$ cat config.mk
export PLATFORM = sky130hd
export DESIGN_NAME = tug_scorer
export DESIGN_NICKNAME = d
export VERILOG_FILES = /design/src/rtl/tug_scorer_pkg.sv /design/src/rtl/tug_scorer_btn_sync_edge.sv /design/src/rtl/tug_scorer.sv
export SDC_FILE = /design/constraint.sdc
export NUM_CORES = 1
export LEC_CHECK = 0
export CAP_MARGIN = 10
export CORE_ASPECT_RATIO = 1.2
export CORE_MARGIN = 4
export CORE_UTILIZATION = 45
export CTS_BUF_LIST = sky130_fd_sc_hd__clkbuf_8
export CTS_CLUSTER_SIZE = 25
export DETAILED_ROUTE_END_ITERATION = 16
export PLACE_DENSITY = 0.67
export RECOVER_POWER = 50
export SYNTH_ARGS = -nofsm -noshare
export SYNTH_HDL_FRONTEND = slang
export SYNTH_SLANG_ARGS = --single-unit
$ cat constraint.sdc
create_clock -name clk -period 2.3 [get_ports clk]
set_input_delay 0.46 -clock clk [delete_from_list [all_inputs] [get_ports clk]]
set_output_delay 0.46 -clock clk [all_outputs]
set_load 0.02 [all_outputs]
$ cat src/rtl/tug_scorer_pkg.sv
// Shared tug-of-war game definitions: rope positions, winner codes, victory patterns.
package tug_scorer_pkg;

  localparam int unsigned LED_W = 7;
  localparam int unsigned POS_W = 3;

  localparam logic [POS_W-1:0] POS_CENTRE    = 3'd3;
  localparam logic [POS_W-1:0] POS_LEFT_WIN  = 3'd6;
  localparam logic [POS_W-1:0] POS_RIGHT_WIN = 3'd0;

  typedef enum logic [1:0] {
    WIN_NONE  = 2'b00,
    WIN_LEFT  = 2'b01,
    WIN_RIGHT = 2'b10
  } winner_e;

  localparam logic [LED_W-1:0] VIC_LEFT  = 7'b1110000;
  localparam logic [LED_W-1:0] VIC_RIGHT = 7'b0000111;

  // One-hot rope LED for a position
  function automatic logic [LED_W-1:0] pos_to_led(input logic [POS_W-1:0] pos);
    return LED_W'(1) << pos;
  endfunction

  function automatic logic [LED_W-1:0] vic_pattern(input winner_e w);
    case (w)
      WIN_LEFT:  return VIC_LEFT;
      WIN_RIGHT: return VIC_RIGHT;
      default:   return '0;
    endcase
  endfunction

endpackage

$ cat src/rtl/tug_scorer_btn_sync_edge.sv
// Two-flop synchronizer plus rising-edge detector: one-cycle pulse per press.
module btn_sync_edge (
  input  logic clk,
  input  logic rst_n,
  input  logic level,
  output logic pulse_c
);

  logic sync1_q;
  logic sync2_q;
  logic prev_q;

  always_ff @(posedge clk or negedge rst_n) begin
    if (!rst_n) begin
      sync1_q <= 1'b0;
      sync2_q <= 1'b0;
      prev_q  <= 1'b0;
    end else begin
      sync1_q <= level;
      sync2_q <= sync1_q;
      prev_q  <= sync2_q;
    end
  end

  // Decoded from flops only; the consumer registers its effect
  assign pulse_c = sync2_q & ~prev_q;

endmodule

$ cat src/rtl/tug_scorer.sv
// Tug-of-war scoring stage: rope position, win detection and victory blink.
module tug_scorer
  import tug_scorer_pkg::*;
#(
  parameter int unsigned BLINK_CYCLES = 25_000_000
) (
  input  logic             clk,
  input  logic             rst_n,
  input  logic             clear,
  input  logic             enable,
  input  logic             btn_l,
  input  logic             btn_r,
  output logic [LED_W-1:0] score,
  output logic [LED_W-1:0] victory_led,
  output logic             game_over,
  output logic [1:0]       winner
);

  localparam int unsigned CNT_W = (BLINK_CYCLES > 2) ? $clog2(BLINK_CYCLES) : 1;
  localparam logic [CNT_W-1:0] CNT_LAST = CNT_W'(BLINK_CYCLES - 1);

  logic p_l;
  logic p_r;

  btn_sync_edge u_sync_l (
    .clk     (clk),
    .rst_n   (rst_n),
    .level   (btn_l),
    .pulse_c (p_l)
  );

  btn_sync_edge u_sync_r (
    .clk     (clk),
    .rst_n   (rst_n),
    .level   (btn_r),
    .pulse_c (p_r)
  );

  logic [POS_W-1:0] pos_q,   pos_d;
  winner_e          win_q,   win_d;
  logic             over_q,  over_d;
  logic [CNT_W-1:0] cnt_q,   cnt_d;
  logic             phase_q, phase_d;
  logic [LED_W-1:0] score_d;
  logic [LED_W-1:0] vic_d;

  // State and output registers
  always_ff @(posedge clk or negedge rst_n) begin
    if (!rst_n) begin
      pos_q       <= POS_CENTRE;
      win_q       <= WIN_NONE;
      over_q      <= 1'b0;
      cnt_q       <= '0;
      phase_q     <= 1'b0;
      score       <= pos_to_led(POS_CENTRE);
      victory_led <= '0;
    end else begin
      pos_q       <= pos_d;
      win_q       <= win_d;
      over_q      <= over_d;
      cnt_q       <= cnt_d;
      phase_q     <= phase_d;
      score       <= score_d;
      victory_led <= vic_d;
    end
  end

  // Next-state: clear beats blink, blink runs only after a win, else apply moves
  always_comb begin
    pos_d   = pos_q;
    win_d   = win_q;
    over_d  = over_q;
    cnt_d   = cnt_q;
    phase_d = phase_q;

    if (clear) begin
      pos_d   = POS_CENTRE;
      win_d   = WIN_NONE;
      over_d  = 1'b0;
      cnt_d   = '0;
      phase_d = 1'b0;
    end else if (over_q) begin
      if (cnt_q == CNT_LAST) begin
        cnt_d   = '0;
        phase_d = ~phase_q;
      end else begin
        cnt_d = cnt_q + CNT_W'(1);
      end
    end else if (enable && (p_l ^ p_r)) begin
      if (p_l && (pos_q != POS_LEFT_WIN)) begin
        pos_d = pos_q + POS_W'(1);
      end else if (p_r && (pos_q != POS_RIGHT_WIN)) begin
        pos_d = pos_q - POS_W'(1);
      end

      if (pos_d == POS_LEFT_WIN) begin
        win_d   = WIN_LEFT;
        over_d  = 1'b1;
        cnt_d   = '0;
        phase_d = 1'b1;
      end else if (pos_d == POS_RIGHT_WIN) begin
        win_d   = WIN_RIGHT;
        over_d  = 1'b1;
        cnt_d   = '0;
        phase_d = 1'b1;
      end
    end

    score_d = pos_to_led(pos_d);
    vic_d   = (over_d && phase_d) ? vic_pattern(win_d) : '0;
  end

  assign game_over = over_q;
  assign winner    = win_q;

endmodule

== After elaboration in Yosys (flattened, before gate mapping) ==
Index checks and enable logic that the tools add are counted.

* Output and inout port bits: 17
* Bits of input ports: 6
* Logic and storage cells: 69
* Register bits after elaboration: 52

* Multiplexer cells: 32
* $add $sub $neg: 3
* Shifts and indexed selects: 1
* Bitwise operators: 6
* Eq/ne operators: 5
* Reductions and logical operators: 9

{| class="wikitable"
|+ Operators by type and width
! cell !! count
|-
| 25-bit 2-to-1 mux || 6
|-
| 25-bit by 1-bit adder with 25-bit output, second input constant || 1
|-
| 25-bit == test, second input constant || 1
|-
| 3-bit 2-to-1 mux || 8
|-
| 7-bit case mux with 2 select lines || 1
|-
| 1-bit 2-to-1 mux || 11
|-
| 2-bit 2-to-1 mux || 5
|-
| 7-bit 2-to-1 mux || 1
|-
| 1-bit by 3-bit left shift with 7-bit output, first input constant || 1
|-
| 3-bit nonzero test || 2
|-
| 1-bit logical AND || 4
|-
| 4-bit nonzero test || 1
|-
| 3-bit by 1-bit adder with 3-bit output, second input constant || 1
|-
| 3-bit == test, second input constant || 1
|-
| 3-bit logical NOT || 1
|-
| 3-bit != test, second input constant || 1
|-
| 1-bit NOT || 3
|-
| 3-bit by 1-bit subtractor with 3-bit output, second input constant || 1
|-
| 1-bit AND || 2
|-
| 2-bit by 1-bit == test with 1-bit output, second input constant || 1
|-
| 2-bit == test, second input constant || 1
|-
| 2-bit AND reduction || 1
|-
| 1-bit XOR || 1
|}

== Depth between registers and ports, before layout ==
Gate-level depths: netlist of the first run.

* Depth after elaboration: 17
* Gate-level depth with buffers: 9
* Mapped depth without buffers: 9

== Cells and area by module ==
Synthesis of the first run repeated with hierarchy kept, for this count alone.

* Cell total of the unflattened synthesis: 273
* Area total of the unflattened synthesis: 2611.3 um2

{| class="wikitable"
|+ By module, submodules not included
! module !! instances !! area each (um2) !! seq. area each (um2) !! cells each
|-
| tug_scorer || 1 || 2433.6 || 1029.7 || 265
|-
| btn_sync_edge || 2 || 88.8 || 75.1 || 4
|}

== Worst setup path before layout of the first run ==
OpenSTA, ideal clock, no wires.

* Kind: register -> register
* Start point: reg pos_q[0]
* End point: reg victory_led[5]
* Stages on the path, launching flop included: 10
* Clock period less this slack: 2.299 ns
* Slack: 0.001 ns
* Path buffers: 1
* Required time: 2.196 ns
* Library setup time: 0.104 ns
* Data arrival time: 2.195 ns
* Cell sequence: dfstp_2 inv_1 ha_1 or2b_4 nand3_1 o311ai_4 xnor2_1 or2_1 buf_6 a221oi_1

* Word-level cells in the longest chain between the ends: 16
* Elaborated cells between the ends (all ways): 33
* Those cells by class: add/sub: 2; eq/ne: 4; mux: 22; reduce/logical: 5

{| class="wikitable"
|+ Ends and longest elaborated chain
! what !! line !! RTL
|-
| start: declaration || tug_scorer.sv:39 || <nowiki>logic [POS_W-1:0] pos_q, pos_d;</nowiki>
|-
| start signal: assignment || tug_scorer.sv:58 || <nowiki>pos_q <= pos_d;</nowiki>
|-
| branches (longest 3 deep; another with 3-bit by 1-bit subtractor with 3-bit output) || - ||
|-
| 3-bit 2-to-1 mux (*) || tug_scorer.sv:90 || <nowiki>if (p_l && (pos_q != POS_LEFT_WIN)) begin</nowiki>
|-
| 3-bit 2-to-1 mux (*) || tug_scorer.sv:89 || <nowiki>end else if (enable && (p_l ^ p_r)) begin</nowiki>
|-
| 3-bit 2-to-1 mux (*) || tug_scorer.sv:82 || <nowiki>end else if (over_q) begin</nowiki>
|-
| 3-bit 2-to-1 mux (*) || tug_scorer.sv:76 || <nowiki>if (clear) begin</nowiki>
|-
| 3-bit logical NOT || tug_scorer.sv:101 || <nowiki>end else if (pos_d == POS_RIGHT_WIN) begin</nowiki>
|-
| 2-bit 2-to-1 mux || tug_scorer.sv:101 ||
|-
| 2-bit 2-to-1 mux || tug_scorer.sv:96 || <nowiki>if (pos_d == POS_LEFT_WIN) begin</nowiki>
|-
| 2-bit 2-to-1 mux || tug_scorer.sv:89 ||
|-
| 2-bit 2-to-1 mux || tug_scorer.sv:82 ||
|-
| 2-bit 2-to-1 mux || tug_scorer.sv:76 ||
|-
| 2-bit == test / 2-bit by 1-bit == test with 1-bit output (equally long branches) || tug_scorer_pkg.sv:26 || <nowiki>case (w)</nowiki>
|-
| 7-bit case mux with 2 select lines || tug_scorer_pkg.sv:26 ||
|-
| 7-bit 2-to-1 mux (*) || tug_scorer.sv:110 || <nowiki>vic_d = (over_d && phase_d) ? vic_pattern(win_d) : '0;</nowiki>
|-
| end signal: assignment || tug_scorer.sv:64 || <nowiki>victory_led <= vic_d;</nowiki>
|-
| end: declaration || tug_scorer.sv:14 || <nowiki>output logic [LED_W-1:0] victory_led,</nowiki>
|}

Mark *: on every way between the ends. The select of a mux whose other input is x is not followed.
A chain may end at the register's enable or synchronous reset.

== Final worst setup path of the first run ==
* Start point: reg pos_q[0]
* End point: reg cnt_q[6]

* Word-level cells in the longest chain between the ends: 12
* Elaborated cells between the ends (all ways): 19
* Those cells by class: add/sub: 2; eq/ne: 2; mux: 9; reduce/logical: 6

{| class="wikitable"
|+ Ends and longest elaborated chain
! what !! line !! RTL
|-
| branches (longest 3 deep; another with 3-bit by 1-bit subtractor with 3-bit output) || - ||
|-
| 3-bit 2-to-1 mux (*) || tug_scorer.sv:90 ||
|-
| 3-bit 2-to-1 mux (*) || tug_scorer.sv:89 ||
|-
| 3-bit 2-to-1 mux (*) || tug_scorer.sv:82 ||
|-
| 3-bit 2-to-1 mux (*) || tug_scorer.sv:76 ||
|-
| 3-bit == test || tug_scorer.sv:96 ||
|-
| 25-bit 2-to-1 mux || tug_scorer.sv:96 ||
|-
| 25-bit 2-to-1 mux || tug_scorer.sv:89 ||
|-
| 25-bit 2-to-1 mux || tug_scorer.sv:82 ||
|-
| 25-bit 2-to-1 mux || tug_scorer.sv:76 ||
|-
| end signal: assignment || tug_scorer.sv:61 || <nowiki>cnt_q <= cnt_d;</nowiki>
|-
| end: declaration || tug_scorer.sv:42 || <nowiki>logic [CNT_W-1:0] cnt_q, cnt_d;</nowiki>
|}

Marks and branches as above.

==> results.yml, run 1 <==
synth:
  synth_ff_type: "dfrtp_1"
  synth_compound_area_frac: 0.2282
  synth_top_area_cell: "dfrtp_1"
  synth_fp_nets: 310
  synth-adder-area-share: 0.02237
  synthCells: 299
  synth_area_leaders: "dfrtp_1 (39%), o41ai_1 (4.1%), nand3_1 (3.6%)"
  ys_ff_latch: 47
  synth-xor-area-share: 0.01566
  synth_area_um2: 2796
  synth_mux_area_frac: 0.003579
  synth-edff-count: 0
  synth_top_family_by_area: "simple AND/OR/NAND/NOR gates"
  yosys.area_share.simple: 0.2327
  yosys.area.top_type_share: 0.3937
  synthArstFlopShare: 1.000
  yosysSeqAreaShare: 0.4219
  yosys_warnings: 0
  syn_avg_cell_area_um2: 9.353
  synth.distinct_cells: 64
route:
  first_pass_iters: 4
  drt-initial-drc-count: 136
  viasPerCell: 5.928
  drc: 0
  routed_wirelength_mm: 7.240
  vias: 2555
  final_antenna_net_count: 0
  routedWlPerCell_um: 16.80
cts:
  clk_latency_ns: 0.30
  ctsHoldBuffers: 0
  cts.clk_slew.worst_paths_ns: 0.10
  cts_tree: "yes"
  cts.path.max_buffers: 2
  htreeDepth: 2
  root_buffer: "clkbuf_8"
  cts_made_buffers: 5
  cts.sinks: 47
power_and_ir_drop:
  power_per_cell_area_nw_per_um2: 468.6
  p_leak_nw: 1.457
  ir_drop_v: 0.0002706
sta:
  tns_ns: -0.3761
  fmax_mhz: 419.6
  worst_pin_slew_ns: 0.9141
  setup_viol: 12
  fin_ws_ns: -0.08341
  hold_violations: 0
  relSlewSlack: 0.3906
  fin_crit_sh: 1.036
  clock_skew_ns: 0.01209
  slew_viol_final: 0
  rsz0062_at_grt: "yes"
  layout_min_cycle_time_ns: 2.383
global_routing:
  grt_pass1_vias: 2529
  grt_max_degree: 32
  antenna_found_initial: 0
  grt_pass1_wl_mm: 12.25
  track_usage: 0.2035
  overflow: 0
worst_setup_path:
  crit_start: "pos_q[0]$_DFF_PN1_"
  crit_path_end_kind: "flop"
  worstPathRequired_ns: 2.50
  worst_setup_path_start_kind: "flop"
  path_max_fanout: 8
  worst_ep_arrival_time_ns: 2.58
  r2r_start: "pos_q[0]$_DFF_PN1_"
  path_class: "reg -> reg"
final_layout:
  area_delta_synth_final_pct: 32.08
  multi_input_area_um2: 1670
  nets: 359
  ff_latch_area_um2: 1180
  final_util: 0.6104
  nFillCells: 515
  n_antenna_cell: 0
  drive_above_1_share: 0.2607
  fin_area_um2: 3694
floorplan:
  start_util: 0.4622
  die_w_um: 79.96
  core_um2: 6051
  num_rows: 31
  io_pins: 23
  die-height_um: 94.36
  die_area_um2: 7545
flow_run:
  cap_viol_max_count: 0
worst_hold_path:
  worstHoldPathType: "in -> async"
placement:
  place_congestion: 0.8777
  io_buffers: 21
  place_area_um2: 3286
  hpwl_mm: 5.172
outcome:
  outcome: "complete, but fails checks"
  violations: "setup timing"
-- layer usage --
layer,vias to the layer above,share of wire,track usage
li1,1236,-,-
met1,1241,0.42,0.2491
met2,62,0.52,0.3660
met3,16,0.035,0.02958
met4,0,0.024,0.06338
met5,-,0,0
-- registers in the layout (all words and copies together) (netlist names) --
name	cells
u_sync_r.prev_q	1
game_over	1
u_sync_r.sync2_q	1
score	7
victory_led	2
u_sync_r.sync1_q	1
winner	2
pos_q	3
u_sync_l.prev_q	1
phase_q	1
cnt_q	25
u_sync_l.sync1_q	1
u_sync_l.sync2_q	1
-- cells in the final DEF, fill, tap and decap left out, types with 5 or more instances in the layout --
| cell | count |
|---|---|
| o41ai_2 | 5 |
| a21oi_1 | 16 |
| nand3_1 | 19 |
| o41ai_4 | 7 |
| nor4_1 | 5 |
| dfrtp_1 | 44 |
| nand4_1 | 5 |
| nor3_1 | 17 |
| o21ai_0 | 10 |
| clkbuf_8 | 5 |
| nand2_1 | 18 |
| o211ai_1 | 5 |
| nor2_1 | 6 |
| clkdlybuf4s50_1 | 19 |
| buf_4 | 38 |
| a31oi_1 | 7 |
| inv_1 | 22 |
-- per-stage QoR --
stage               power (W)  hold WS [ns]  cells  setup WS [ns]
floorplan           0.0009837        0.1644    299       0.001061
global placement     0.001088        0.3346    419       -0.04568
detailed placement   0.001090        0.3373    419       -0.09620
CTS                  0.001747       0.07785    428       -0.01750
global route         0.001806        0.3304    431        -0.1600
finish               0.001731        0.2557    431       -0.08341
-- critical path, cell delays in order, from the launching register on --
cell and delay, ns:
dfstp_2 0.54, inv_1 0.08, ha_4 0.17, or2b_4 0.23
nand3_2 0.10, o311ai_4 0.36, xnor2_2 0.17, buf_4 0.15
nor2_4 0.05, clkbuf_16 0.19, o41ai_2 0.24
-- synth_stat cells (6+ instances only) --
cell type / count
a21oi_1: 16
a31oi_1: 7
buf_4: 7
clkbuf_1: 7
dfrtp_1: 44
inv_1: 23
nand2_1: 18
nand3_1: 20
nor2_1: 6
nor3_1: 18
nor4_1: 6
o21ai_0: 13
o41ai_1: 13
-- power by group --
| group | switching [W] | internal, W |
|---|---|---|
| clock | 0.000299 | 0.000328 |
| sequential | 0.0000111 | 0.000845 |
| combinational | 0.000147 | 0.000101 |
-- final timing paths --
path                                               to  slack (ns)  cells after the start
hold / removal              u_sync_l.prev_q$_DFF_PN0_        0.26                      1
max in group asynchronous       cnt_q[23]$_DFFE_PN0P_        0.75                      2
setup / recovery                 cnt_q[6]$_DFFE_PN0P_       -0.08                     10
min in group clk           u_sync_l.sync2_q$_DFF_PN0_        0.36                      0
setup reg to reg                 cnt_q[6]$_DFFE_PN0P_       -0.08                     10
hold reg to reg            u_sync_l.sync2_q$_DFF_PN0_        0.36                      0
-- kinds of logic after synthesis --
kind of cell | Yosys count
compound gates | 84
xor+xnor | 5
fa+ha+maj | 5
buf+inv | 43
flops | 47
mux | 1
other cells | 1
simple gates | 113
-- final cells by class --
class | count | share of cell area
multi-input combinational | 209 | 0.4522
clock buffer | 5 | 0.01863
sequential | 47 | 0.3194
tap | 82 | 0.02778
clock inverter | 3 | 0.01253
inverter | 23 | 0.02337
timing repair buffer | 62 | 0.1460
-- repair_timing --
item,in CTS,in global routing
setup endpoints to repair,23,34
resized for setup,13,26
cloned,0,1
pin swaps,3,4
buffers inserted,1,2
(Power assumes the default switching activity.)
==> run 2: changes to the inputs <==
--- a/config.mk
+++ b/config.mk
@@ -6,13 +6,13 @@
 export NUM_CORES = 1
 export LEC_CHECK = 0
 export CAP_MARGIN = 10
-export CORE_ASPECT_RATIO = 1.2
 export CORE_MARGIN = 4
 export CORE_UTILIZATION = 45
 export CTS_BUF_LIST = sky130_fd_sc_hd__clkbuf_8
 export CTS_CLUSTER_SIZE = 25
 export DETAILED_ROUTE_END_ITERATION = 16
-export PLACE_DENSITY = 0.67
+export HOLD_SLACK_MARGIN = 0.08
+export PLACE_DENSITY = 0.64
 export RECOVER_POWER = 50
 export SYNTH_ARGS = -nofsm -noshare
 export SYNTH_HDL_FRONTEND = slang
==> constraint.sdc (replaced) <==
create_clock -name clk -period 2.2 [get_ports clk]
set_input_delay 0.44 -clock clk [delete_from_list [all_inputs] [get_ports clk]]
set_output_delay 0.44 -clock clk [all_outputs]
set_load 0.02 [all_outputs]
==> run 2 against run 1 <==
The flow still finishes with violations (setup timing). Hold slack better by 0.097 ns. Utilization rose by 3.9 points. First-iteration DRC count up 8.1%. Die area barely moved. Clock-buffer cell count unchanged. Setup slack better by 0.016 ns. Power is 5.6% higher. Clock skew is 0.0034 ns lower. Cell area up 5.4%. Via count grew 3.3%. Sequential power increased by 5.1%. Clock power is 3% higher.
==> results.yml, run 2 (synthesis results as in run 1) <==
outcome:
  outcome: "complete, but fails checks"
  violations: "setup timing"
final_layout:
  regMostFlops: "cnt_q"
  fin_area_um2: 3891
  largest_reg_flops: 25
  final_common_cell: "buf_4"
  nets: 371
  n_antenna_cell: 0
  drive_above_1_share: 0.3407
  nFillCells: 469
  top_regs: "cnt_q: 25 flops, score: 7 flops, pos_q: 3 flops"
  area_delta_synth_final_pct: 39.15
  most-common-layout-cells: "buf_4 (50), dfrtp_1 (43), inv_1 (20)"
route:
  drc: 0
  first_pass_iters: 4
  routed_wirelength_mm: 7.739
  vias: 2640
  final_antenna_net_count: 0
  drt-initial-drc-count: 147
  viasPerCell: 6.055
  routedWlPerCell_um: 17.75
cts:
  cts_tree: "yes"
  cts.clk_slew.worst_paths_ns: 0.09
  cts.sinks: 47
  cts.path.max_buffers: 2
  cts_made_buffers: 5
  htreeDepth: 2
  clk_latency_ns: 0.30
  root_buffer: "clkbuf_8"
worst_setup_path:
  worst_ep_arrival_time_ns: 2.49
  path_max_fanout: 8
  path_class: "reg -> reg"
  worst_setup_path_start_kind: "flop"
  ff2ff_setup_slack_ns: -0.07
  crit_path_end_kind: "flop"
  crit_start: "pos_q[0]$_DFF_PN1_"
  worstPathRequired_ns: 2.42
  endpoint: "score[0]$_DFF_PN0_"
  ff2ff_path_depth: 10
  timing.rr.end: "score[0]$_DFF_PN0_"
  r2r_start: "pos_q[0]$_DFF_PN1_"
sta:
  layout_min_cycle_time_ns: 2.268
  fin_crit_sh: 1.031
  setup_viol: 21
  worst_pin_slew_ns: 1.167
  clock_skew_ns: 0.008720
  rsz0062_at_grt: "yes"
  fmax_mhz: 440.9
  fin_ws_ns: -0.06787
  tns_ns: -0.4951
  whs_ns: 0.3529
  slew_viol_final: 0
  relSlewSlack: 0.2222
  hold_violations: 0
power_and_ir_drop:
  ir_drop_v: 0.0003341
  p_leak_nw: 1.542
  power_per_cell_area_nw_per_um2: 469.7
  totalPowerFinal_w: 0.001828
global_routing:
  track_usage: 0.2104
  gr-max-usage-layer: "met2"
  grt_pass1_wl_mm: 12.59
  overflow: 0
  antenna_found_initial: 0
  grt_pass1_vias: 2550
  grt_max_degree: 48
  use_met3: 0.03802
  use_met1: 0.2884
  use_met2: 0.3444
placement:
  place_congestion: 0.8849
  io_buffers: 21
  place_area_um2: 3393
  pre_cts_ws_ns: -0.1771
  hpwl_mm: 5.057
flow_run:
  cap_viol_max_count: 0
floorplan:
  die_w_um: 86.83
  num_rows: 28
  die_area_um2: 7539
  die-height_um: 86.83
  io_pins: 23
  core_um2: 5991
  start_util: 0.4668
worst_hold_path:
  worstHoldPathType: "reg -> reg"
-- run 2: changes by cell type in the layout (fill, tap and decap cells not counted), sizes merged --
cell,change
dlygate4sd3,+1
or2,+1
clkinvlp,-1
clkdlybuf4s50,-1
clkinv,+2
buf,+13
clkbuf,-2
inv,-1
-- run 2: worst min path at each step --
stage	slack, ns	startpoint	cells past startpoint	end
final	0.35	u_sync_r.sync1_q$_DFF_PN0_	0	u_sync_r.sync2_q$_DFF_PN0_
after global routing	0.37	u_sync_l.sync1_q$_DFF_PN0_	0	u_sync_l.sync2_q$_DFF_PN0_
after CTS	0.25	rst_n	2	winner[1]$_DFF_PN0_
after detailed placement	0.33	u_sync_r.sync1_q$_DFF_PN0_	0	u_sync_r.sync2_q$_DFF_PN0_
after global placement	0.33	u_sync_l.sync1_q$_DFF_PN0_	0	u_sync_l.sync2_q$_DFF_PN0_
after floorplan	0.14	rst_n	0	cnt_q[0]$_DFFE_PN0P_
-- run 2: worst max-delay path, stage by stage, from the launching register on --
cell and delay, ns:
dfstp_2 0.59, inv_4 0.07, ha_4 0.15, or2b_4 0.24, buf_4 0.12, nand2_1 0.06
o41ai_2 0.22, nand3_1 0.13, a31oi_1 0.22, buf_4 0.18, nor3b_2 0.19
-- run 2: area by class of cell --
cell class              instances  area, um^2  area share
multi-input cells             210        1809      0.4650
flip-flops and latches         47        1181      0.3035
repair buffers                 73       605.6      0.1556
well taps                      75       93.84     0.02412
inverters                      23       88.84     0.02283
clock buffers                   5       68.82     0.01768
clock inverters                 3       43.79     0.01125
-- run 2: layer usage --
layer | part of all wire | vias to the layer above
met5 | 0 | -
met4 | 0.013 | 0
met3 | 0.033 | 12
met2 | 0.47 | 53
li1 | - | 1256
met1 | 0.48 | 1319
-- run 2: per-stage QoR --
step	utilization	std cells
2_1_floorplan	-	299
3_5_place_dp	0.5664	423
4_1_cts	0.6099	432
6_report	0.6495	436
5_1_grt	0.6495	436
3_3_place_gp	0.5664	423
-- run 2: timing repair --
| action | CTS | global route |
|---|---|---|
| buffers inserted | 1 | 3 |
| endpoints found under the setup margin | 27 | 41 |
| hold buffers | 0 | 0 |
| resized for setup | 22 | 34 |
| cloned | 0 | 1 |
| pin swaps | 9 | 7 |
-- run 2: where the power goes --
group	leakage [nW]	total (W)	switching [W]	internal, W
clock	0.0581	0.000644	0.000306	0.000339
sequential	0.630	0.000900	0.0000169	0.000883
combinational	0.854	0.000283	0.000166	0.000117
